## config.mk

```make
export PLATFORM = sky130hd
export DESIGN_NAME = trivium_gen
export DESIGN_NICKNAME = d
export VERILOG_FILES = /design/src/rtl/trivium_gen.sv
export SDC_FILE = /design/constraint.sdc
export NUM_CORES = 1
export LEC_CHECK = 0
export BUFFER_PORTS_ARGS = -buffer_cell sky130_fd_sc_hd__buf_4
export CELL_PAD_IN_SITES_DETAIL_PLACEMENT = 0
export CELL_PAD_IN_SITES_GLOBAL_PLACEMENT = 1
export CORE_MARGIN = 2
export CORE_UTILIZATION = 25
export CTS_CLUSTER_DIAMETER = 150
export DETAILED_ROUTE_END_ITERATION = 16
export GPL_ROUTABILITY_DRIVEN = 0
export PLACE_DENSITY = 0.51
export SETUP_SLACK_MARGIN = 0.2
export SYNTH_ARGS = -nofsm -noshare
export SYNTH_HDL_FRONTEND = slang
export SYNTH_SLANG_ARGS = --single-unit
```

## constraint.sdc

```tcl
create_clock -name clk -period 5.2 [get_ports clk]
set_input_delay 1.04 -clock clk [delete_from_list [all_inputs] [get_ports clk]]
set_output_delay 1.04 -clock clk [all_outputs]
set_load 0.005 [all_outputs]
```

## src/rtl/trivium_gen.sv

```systemverilog
// -----------------------------------------------------------------------------
// trivium_gen -- Trivium keystream generator with a streaming XOR datapath.
//
// Loads an 80-bit key and 80-bit IV, runs the 1152-round warm-up, then XORs
// each accepted s_data word with the next W keystream bits (bit i of a word is
// the i-th generated bit). W rounds are unrolled combinationally per advance.
//
// Optional feature (compile-time macro TRIVIUM_GEN_WORD_LIMIT_EN):
//   counts accepted words since the last load; after MAX_WORDS accepts the
//   block enters EXHAUSTED (s_ready=0, err=1) until the next load or rst.
//   Without the macro there is no counter and err is tied low.
//
// Parameters:
//   W          keystream/data bits per cycle (1, 2, 4, 8, 16, 32, 64)
//   MAX_WORDS  keystream word limit (only with TRIVIUM_GEN_WORD_LIMIT_EN)
//
// Ports:
//   clk      rising-edge clock
//   rst      synchronous active-high reset
//   key_in   80-bit key, bit k -> state bit s(k+1)
//   iv_in    80-bit IV,  bit k -> state bit s(k+94)
//   load     one-cycle pulse: sample key/iv and (re)start initialisation
//   s_data   input word, s_valid / s_ready handshake
//   m_data   s_data XOR keystream, m_valid / m_ready handshake
//   busy     high during initialisation
//   err      keystream word limit reached
//   status   IDLE=0, INIT=1, RUN=2, EXHAUSTED=3
// -----------------------------------------------------------------------------
module trivium_gen #(
  parameter int W         = 8,
  parameter int MAX_WORDS = 2**20
) (
  input  logic          clk,
  input  logic          rst,
  input  logic [79:0]   key_in,
  input  logic [79:0]   iv_in,
  input  logic          load,
  input  logic [W-1:0]  s_data,
  input  logic          s_valid,
  output logic          s_ready,
  output logic [W-1:0]  m_data,
  output logic          m_valid,
  input  logic          m_ready,
  output logic          busy,
  output logic          err,
  output logic [1:0]    status
);

  localparam int INIT_CYC = 1152 / W;
  localparam int ICW      = $clog2(INIT_CYC + 1);

  if (!(W == 1 || W == 2 || W == 4 || W == 8 || W == 16 || W == 32 || W == 64)
      || MAX_WORDS < 1) begin : g_bad_param
    $error("trivium_gen: illegal W or MAX_WORDS");
  end

  typedef enum logic [1:0] {
    IDLE      = 2'd0,
    INIT      = 2'd1,
    RUN       = 2'd2,
    EXHAUSTED = 2'd3
  } state_t;

  state_t           state_q, state_d;
  logic [287:0]     s_p0;          // cipher state, bit 0 = s1
  logic [ICW-1:0]   init_cnt_p0;
  logic [W-1:0]     data_p1;
  logic             vld_p1;
  logic [W-1:0]     ks;
  logic [287:0]     s_adv;
  logic             accept;
  logic             init_done;
  logic             limit_hit;

  // One Trivium round: returns {z, next_state}.
  function automatic logic [288:0] trivium_round(input logic [287:0] st);
    logic t1, t2, t3, z;
    t1 = st[65]  ^ st[92];
    t2 = st[161] ^ st[176];
    t3 = st[242] ^ st[287];
    z  = t1 ^ t2 ^ t3;
    t1 = t1 ^ (st[90]  & st[91])  ^ st[170];
    t2 = t2 ^ (st[174] & st[175]) ^ st[263];
    t3 = t3 ^ (st[285] & st[286]) ^ st[68];
    // Three shift registers: s1..s93, s94..s177, s178..s288.
    return {z, st[286:177], t2, st[175:93], t1, st[91:0], t3};
  endfunction

  // W unrolled rounds: returns {z_(W-1)..z_0, state_after_W_rounds}.
  function automatic logic [W+287:0] trivium_advance(input logic [287:0] st);
    logic [287:0] cur;
    logic [288:0] r;
    logic [W-1:0] z;
    cur = st;
    z   = '0;
    for (int i = 0; i < W; i++) begin
      r    = trivium_round(cur);
      z[i] = r[288];
      cur  = r[287:0];
    end
    return {z, cur};
  endfunction

  function automatic logic [287:0] load_state(input logic [79:0] k,
                                              input logic [79:0] v);
    return {3'b111, 112'd0, v, 13'd0, k};
  endfunction

  always_comb begin
    {ks, s_adv} = trivium_advance(s_p0);
  end

  assign accept    = s_valid && s_ready;
  assign init_done = (init_cnt_p0 == ICW'(INIT_CYC - 1));

`ifdef TRIVIUM_GEN_WORD_LIMIT_EN
  localparam int WCW = $clog2(MAX_WORDS + 1);
  logic [WCW-1:0] wcnt_p0;

  always_ff @(posedge clk) begin
    if (rst || load) begin
      wcnt_p0 <= '0;
    end else if (accept) begin
      wcnt_p0 <= wcnt_p0 + WCW'(1);
    end
  end

  assign limit_hit = accept && (wcnt_p0 == WCW'(MAX_WORDS - 1));
`else
  assign limit_hit = 1'b0;
`endif

  // ---- FSM state register ----
  always_ff @(posedge clk) begin
    if (rst) begin
      state_q <= IDLE;
    end else begin
      state_q <= state_d;
    end
  end

  // ---- FSM next state ----
  always_comb begin
    state_d = state_q;
    if (load) begin
      state_d = INIT;
    end else begin
      case (state_q)
        INIT:    if (init_done) state_d = RUN;
        RUN:     if (limit_hit) state_d = EXHAUSTED;
        default: state_d = state_q;
      endcase
    end
  end

  // ---- FSM outputs ----
  always_comb begin
    s_ready = 1'b0;
    busy    = 1'b0;
    err     = 1'b0;
    case (state_q)
      INIT: busy = 1'b1;
      // A word offered together with load is never taken.
      RUN:  s_ready = (!vld_p1 || m_ready) && !load;
`ifdef TRIVIUM_GEN_WORD_LIMIT_EN
      EXHAUSTED: err = 1'b1;
`endif
      default: ;
    endcase
  end

  assign status = state_q;

  // ---- stage p0 -> p1: state advance and output register ----
  always_ff @(posedge clk) begin
    if (rst) begin
      s_p0        <= '0;
      init_cnt_p0 <= '0;
      data_p1     <= '0;
      vld_p1      <= 1'b0;
    end else if (load) begin
      s_p0        <= load_state(key_in, iv_in);
      init_cnt_p0 <= '0;
      vld_p1      <= 1'b0;
    end else begin
      if (state_q == INIT) begin
        s_p0        <= s_adv;
        init_cnt_p0 <= init_done ? '0 : init_cnt_p0 + ICW'(1);
      end
      if (accept) begin
        s_p0    <= s_adv;
        data_p1 <= s_data ^ ks;
        vld_p1  <= 1'b1;
      end else if (m_ready) begin
        // Also lets the final word drain in EXHAUSTED.
        vld_p1  <= 1'b0;
      end
    end
  end

  assign m_data  = data_p1;
  assign m_valid = vld_p1;

endmodule
```

==> results.yml, run 1 <==
critical_path:
  path_max_fanout: 84
  crit_chain: "buf_8, or2_4, nor3_1, buf_4"
  crit_arrival_ns: 1.90
  required_ns: 4.16
  path_class: "input pin to primary output"
  worst_r2r_path_depth: 5
  endpoint_kind: "primary output"
  worst-path-buf-inv: 2
  cp.depth: 4
  path_delay_family: "simple AND/OR/NAND/NOR gates"
  crit_path_top_delay_cell: "or2_4"
  critPathMaxStageDelay_ns: 0.30
  startpoint_type: "input pin"
placement:
  dp_hpwl_mm: 26.36
  post_dp_cell_area_sq_mm: 0.01520
  place.port_buffers: 185
  place_ws_ns: 1.886
floorplanning:
  die_x_microns: 235.7
  core_area_sq_mm: 0.05287
  start_util: 0.2540
  die_y_microns: 235.7
  ioPinCount: 187
  fp.dieArea_sq_mm: 0.05558
  rows: 84
timing:
  hold_viol_final: 0
  max_slew_margin: 0.1837
  final.period_utilization: 0.5654
  rsz0062_at_grt: "no"
  fmax_mhz: 340.1
  fin_skew_ns: 0.01933
  timing.final.max_slew_violations: 0
  setup_viol_count_final: 0
  final.min_clock_period_ns: 2.940
  setup_ws_ns: 2.260
  tns_ns: 0
  tightest_slew_ns: 1.224
run_status:
  outcome: "finished, final reports clean"
route:
  wirelength_mm: 41.35
  firstDrtPassIters: 5
  wl_per_cell_microns: 17.04
  routed_via_density: 4.741
  remaining_drc_errors: 0
  num_vias: 11500
  ant_nets: 0
  drt-initial-drc-count: 804
grt:
  use_met1: 0.2104
  grt_start_max_net_pins: 265
  grt-ovfl-total: 0
  gr-usage-met2: 0.2264
  grt_pass1_wl_mm: 65.56
  grt_busiest_layer: "met2"
  grt_pass1_vias: 11420
  antenna_found_initial: 1
  grt.total_usage: 0.1475
  met3_usage: 0.02251
pwr:
  ir_worst_vdd_mv: 0.1789
  cellPowerDensity_mw_per_mm2: 351.4
  power.leakage_nw: 5.665
logic_synthesis:
  synth_top_cell_by_area: "dfxtp_1"
  synthesis.area_sq_mm: 0.01343
  synth_top_family_by_area: "simple AND/OR/NAND/NOR gates"
  postSynthCellCount: 1630
  yosys-top-cells-area: "dfxtp_1 46%, nor3_1 10%, nand2_1 7.8%, nor2b_1 6.7%, nor4_1 5.2%"
  ys_types: 39
  yosys-mux-area-fraction: 0
  synth_fa_ha_area_frac: 0.0009319
  synth_seq_cells: 307
  synth_fp_nets: 1804
  syn_area_per_cell_sq_um: 8.237
  seq_area_frac_synth: 0.4577
  synth.yosys.warnings: 0
  synth-simple-area-share: 0.3352
  synth_top_area_frac: 0.4577
  yosys.area_share.xor_xnor: 0.06915
  synth_compound_area_frac: 0.08648
clocking:
  cts_resized: 0
  clk_pin_slew_ns: 0.05
  cts_inserted_buffers: 37
  cts.hold.buffers_added: 0
  h-tree-depth: 2
  clk_latency_ns: 0.55
  cts_tree: "done"
  cts_setup_buffers: 0
  cts.sinks: 307
  cts_root_buffer: "clkbuf_16"
  cts.path.max_buffers: 3
cells_and_area:
  final_nets: 1885
  synthToLayoutAreaGrowth_pct: 22.03
  final_area_sq_mm: 0.01638
  fill_cells: 5648
  layout-drive-gt1-share: 0.1543
  multi_input_area_sq_mm: 0.006610
  final_util: 0.3099
  regArea_sq_mm: 0.006146
min_path:
  holdCritPathClass: "register to register"
  min_delay_path_depth: 2
job:
  drv_cap: 0
## path summary, 6_finish.rpt
kind                            slack [ns]         to       from
worst max register to register        2.84   s_p0[23]  status[0]
worst max-delay path                  2.26    s_ready       load
worst min register to register        0.45  s_p0[200]  s_p0[200]
worst min-delay path                  0.45  s_p0[200]  s_p0[200]
## placed cells by master (no fill, tap or decap), types with 2 or more instances in the layout
cell type and n:
a2111oi_0 32, a211oi_1 8, a21oi_1 122, buf_12 7, buf_4 188, clkbuf_1 14, clkbuf_16 39, clkbuf_8 10
dfxtp_1 307, inv_1 2, nand2_1 279, nand2b_1 2, nand3b_1 17, nand4_1 3, nor2_1 28, nor2b_1 144
nor3_1 269, nor3b_1 2, nor4_1 112, o21ai_0 5, o21ai_1 3, o221ai_1 7, o311ai_0 9, or2_4 2
or3_1 2, or4b_2 16, xnor2_1 51, xnor3_1 7, xor2_1 37
## per-stage QoR
stage | cells | hold slack [ns] | total power, mW
floorplan | 1630 | 0.4320 | 3.020
global placement | 2360 | 0.4391 | 3.286
detailed placement | 2360 | 0.4444 | 3.291
CTS | 2425 | 0.4503 | 5.875
global route | 2426 | 0.4664 | 6.045
finish | 2426 | 0.4495 | 5.758
## cell usage after synthesis (all sizes together)
library cell	number
dfxtp	307
nand2	279
nor3	269
nor2b	144
a21oi	122
nor4	112
clkbuf	104
buf	51
xnor2	51
xor2	37
a2111oi	32
nor2	28
nand3b	17
or4b	16
o311ai	9
a211oi	8
o21ai	8
o221ai	7
xnor3	7
nand4	3
or2	3
inv	2
nand2b	2
nor3b	2
or3	2
and2b	1
and3	1
and4b	1
conb	1
ha	1
nand4b	1
o31a	1
o31ai	1
## power by group
part / total, mW / leakage [nW] / internal (mW) / switching (mW)
Combinational: 0.676 / 2.57 / 0.294 / 0.382
Clock: 2.53 / 0.577 / 1.52 / 1.01
Sequential: 2.55 / 2.52 / 2.47 / 0.0826
Total: 5.76 / 5.67 / 4.28 / 1.48
## registers in the layout, indices dropped and copies added (netlist names)
register     count
s_p0           288
m_data           8
m_valid          1
init_cnt_p0      8
status           2
## logic make-up after synthesis
| group | Yosys count |
|---|---|
| AO/OA/AOI/OAI | 188 |
| XOR/XNOR | 95 |
| adder cells (fa/ha/maj) | 1 |
| buffers and inverters | 157 |
| flip-flops | 307 |
| other | 1 |
| AND/OR/NAND/NOR | 881 |
## layer usage
metal,vias to the layer above,part of all wire
met5,-,0
met4,0,0.023
met3,50,0.034
met2,192,0.44
met1,5402,0.51
li1,5857,-
## layout make-up
cell class | count | area share
Antenna cell | 1 | 0.0001527
Clock buffer | 63 | 0.07117
Clock inverter | 2 | 0.0008400
Inverter | 2 | 0.0004582
Multi-Input combinational cell | 1166 | 0.4034
Sequential cell | 307 | 0.3751
Tap cell | 688 | 0.05254
Timing Repair Buffer | 197 | 0.09630
## worst min-delay path, stage by stage, from the launching register on
cell and delay [ns]:
dfxtp_1 0.30, nand2_1 0.05, a21oi_1 0.05
No activity file was read; power rests on OpenSTA's default activity.
==> run 2, diff against run 1 <==
==> constraint.sdc (replaced) <==
create_clock -name clk -period 2.91 [get_ports clk]
set_input_delay 0.582 -clock clk [delete_from_list [all_inputs] [get_ports clk]]
set_output_delay 0.582 -clock clk [all_outputs]
set_load 0.005 [all_outputs]
==> run 2 against run 1 <==
Effect of this change:
- final cell count is 0.49% higher
- worst setup slack worse by 1.4 ns
- first-iteration DRC count is 8.5% lower
- total power is 80% higher
- sequential cell count stayed put
- critical endpoint is now busy
- largest power group is now clock
- highest routed layer unchanged
==> results.yml, run 2 (synthesized netlist as in run 1, its figures left out) <==
clocking:
  clk_pin_slew_ns: 0.06
  cts.hold.buffers_added: 0
  clk_latency_ns: 0.54
  cts_resized: 0
  h-tree-depth: 2
  cts.path.max_buffers: 3
  cts_root_buffer: "clkbuf_16"
  cts_tree: "done"
  cts_inserted_buffers: 38
  cts_setup_buffers: 0
  cts.sinks: 307
route:
  wl_per_cell_microns: 17.24
  num_vias: 11540
  remaining_drc_errors: 0
  wirelength_mm: 42.02
  ant_nets: 0
  firstDrtPassIters: 5
  drt-initial-drc-count: 736
  routed_via_density: 4.733
grt:
  grt_pass1_wl_mm: 65.76
  grt.total_usage: 0.1488
  antenna_found_initial: 2
  grt-ovfl-total: 0
  grt_start_max_net_pins: 159
  grt_pass1_vias: 11320
pwr:
  swShare: 0.2572
  cellPowerDensity_mw_per_mm2: 626.4
  power.leakage_nw: 5.765
  combPwrFrac: 0.119
  switchingPower_mw: 2.669
  internal_power_mw: 7.709
  ir_worst_vdd_mv: 0.3441
  pwr-share-clk: 0.441
  total_power_mw: 10.38
  seqPwrFrac: 0.440
placement:
  post_dp_cell_area_sq_mm: 0.01538
  dpl.cell_count: 2374
  dp_hpwl_mm: 28.00
  place.port_buffers: 185
timing:
  fin_skew_ns: 0.009753
  tns_ns: 0
  max_slew_margin: 0.5213
  hold_viol_final: 0
  setup_viol_count_final: 0
  timing.final.max_slew_violations: 0
  fmax_mhz: 487.3
  tightest_slew_ns: 0.7180
  final.period_utilization: 0.7053
  final.min_clock_period_ns: 2.052
  rsz0062_at_grt: "no"
cells_and_area:
  regMostFlops: "s_p0"
  final_nets: 1900
  final_area_sq_mm: 0.01657
  layout.cells.non_filler: 2438
  synthToLayoutAreaGrowth_pct: 23.40
  largest_register_ffs: 288
  final_cell_mix: "307 x dfxtp_1, 279 x nand2_1, 269 x nor3_1"
  layout-drive-gt1-share: 0.1625
  layout_commonest_cell: "dfxtp_1"
critical_path:
  r2r_end: "s_p0[23]"
  crit_arrival_ns: 1.47
  rrSetupSlack_ns: 0.87
  path_class: "register to primary output"
  r2r-start: "status[0]"
  startpoint_type: "register"
  path_max_fanout: 5
  worst_r2r_path_depth: 6
  endpoint_kind: "primary output"
  required_ns: 2.33
run_status:
  outcome: "finished, final reports clean"
floorplanning:
  die_y_microns: 235.7
  ioPinCount: 187
  rows: 84
  core_area_sq_mm: 0.05287
  die_x_microns: 235.7
  start_util: 0.2540
  fp.dieArea_sq_mm: 0.05558
min_path:
  hold_start: "iv_in[1]"
  min_delay_path_depth: 3
  min_to: "s_p0[94]"
  holdCritPathClass: "input pin to register"
job:
  drv_cap: 0
==> run 2: changes by cell type in the layout (fill, tap and decap cells not counted), sizes merged <==
cell / delta
buf: +14
bufinv: +2
diode: +1
clkinv: +5
clkbuf: -10
==> run 2: metal layers <==
metal  wire length, microns  track usage  up-vias
met4                    839      0.03995        0
met2                  18410       0.2271      227
met5                      0            0        -
met3                   1866      0.03014       53
met1                  20900       0.2120     5384
li1                       -            -     5874
==> run 2: how the worst max path moves through the flow <==
| stage | startpoint | to | slack (ns) | cells after the start |
|---|---|---|---|---|
| after global routing | status[0] | s_p0[21] | 0.69 | 6 |
| after global placement | m_ready | s_p0[93] | 0.59 | 7 |
| after CTS | status[1] | busy | 0.80 | 3 |
| final | status[1] | busy | 0.86 | 3 |
| after floorplan | load | s_p0[176] | 0.88 | 8 |
| after detailed placement | load | s_p0[19] | 0.56 | 7 |
==> run 2: area by class of cell <==
class	instances	area, sq um
well taps	688	860.8
clock buffers	53	1079
clock inverters	9	102.6
multi-input cells	1166	6610
inverters	2	7.507
fillers	5660	36300
diodes	2	5.005
repair buffers	211	1758
flip-flops and latches	307	6146
==> run 2: critical path, cell delays in order, from the launching register on <==
cell and delay [ns]:
dfxtp_1 0.39, nand2b_1 0.24, inv_1 0.15, buf_4 0.16
==> run 2: power groups by stage <==
| stage | clock [mW] | combinational, mW | sequential, mW |
|---|---|---|---|
| final | 4.58 | 1.24 | 4.56 |
| after floorplan | 0 | 0.802 | 4.59 |
| after global placement | 0 | 1.25 | 4.65 |
| after global routing | 4.92 | 1.37 | 4.59 |
| after detailed placement | 0 | 1.26 | 4.65 |
| after CTS | 4.73 | 1.26 | 4.56 |
==> run 2: metrics by stage <==
step	utilization	hold WS, ns	setup slack (ns)
final	0.3134	0.2931	0.8577
after floorplan	-	0.4320	0.8834
after CTS	0.3133	0.2599	0.7989
after global placement	0.2910	0.4386	0.5918
after global routing	0.3134	0.2739	0.6935
after detailed placement	0.2910	0.4437	0.5615
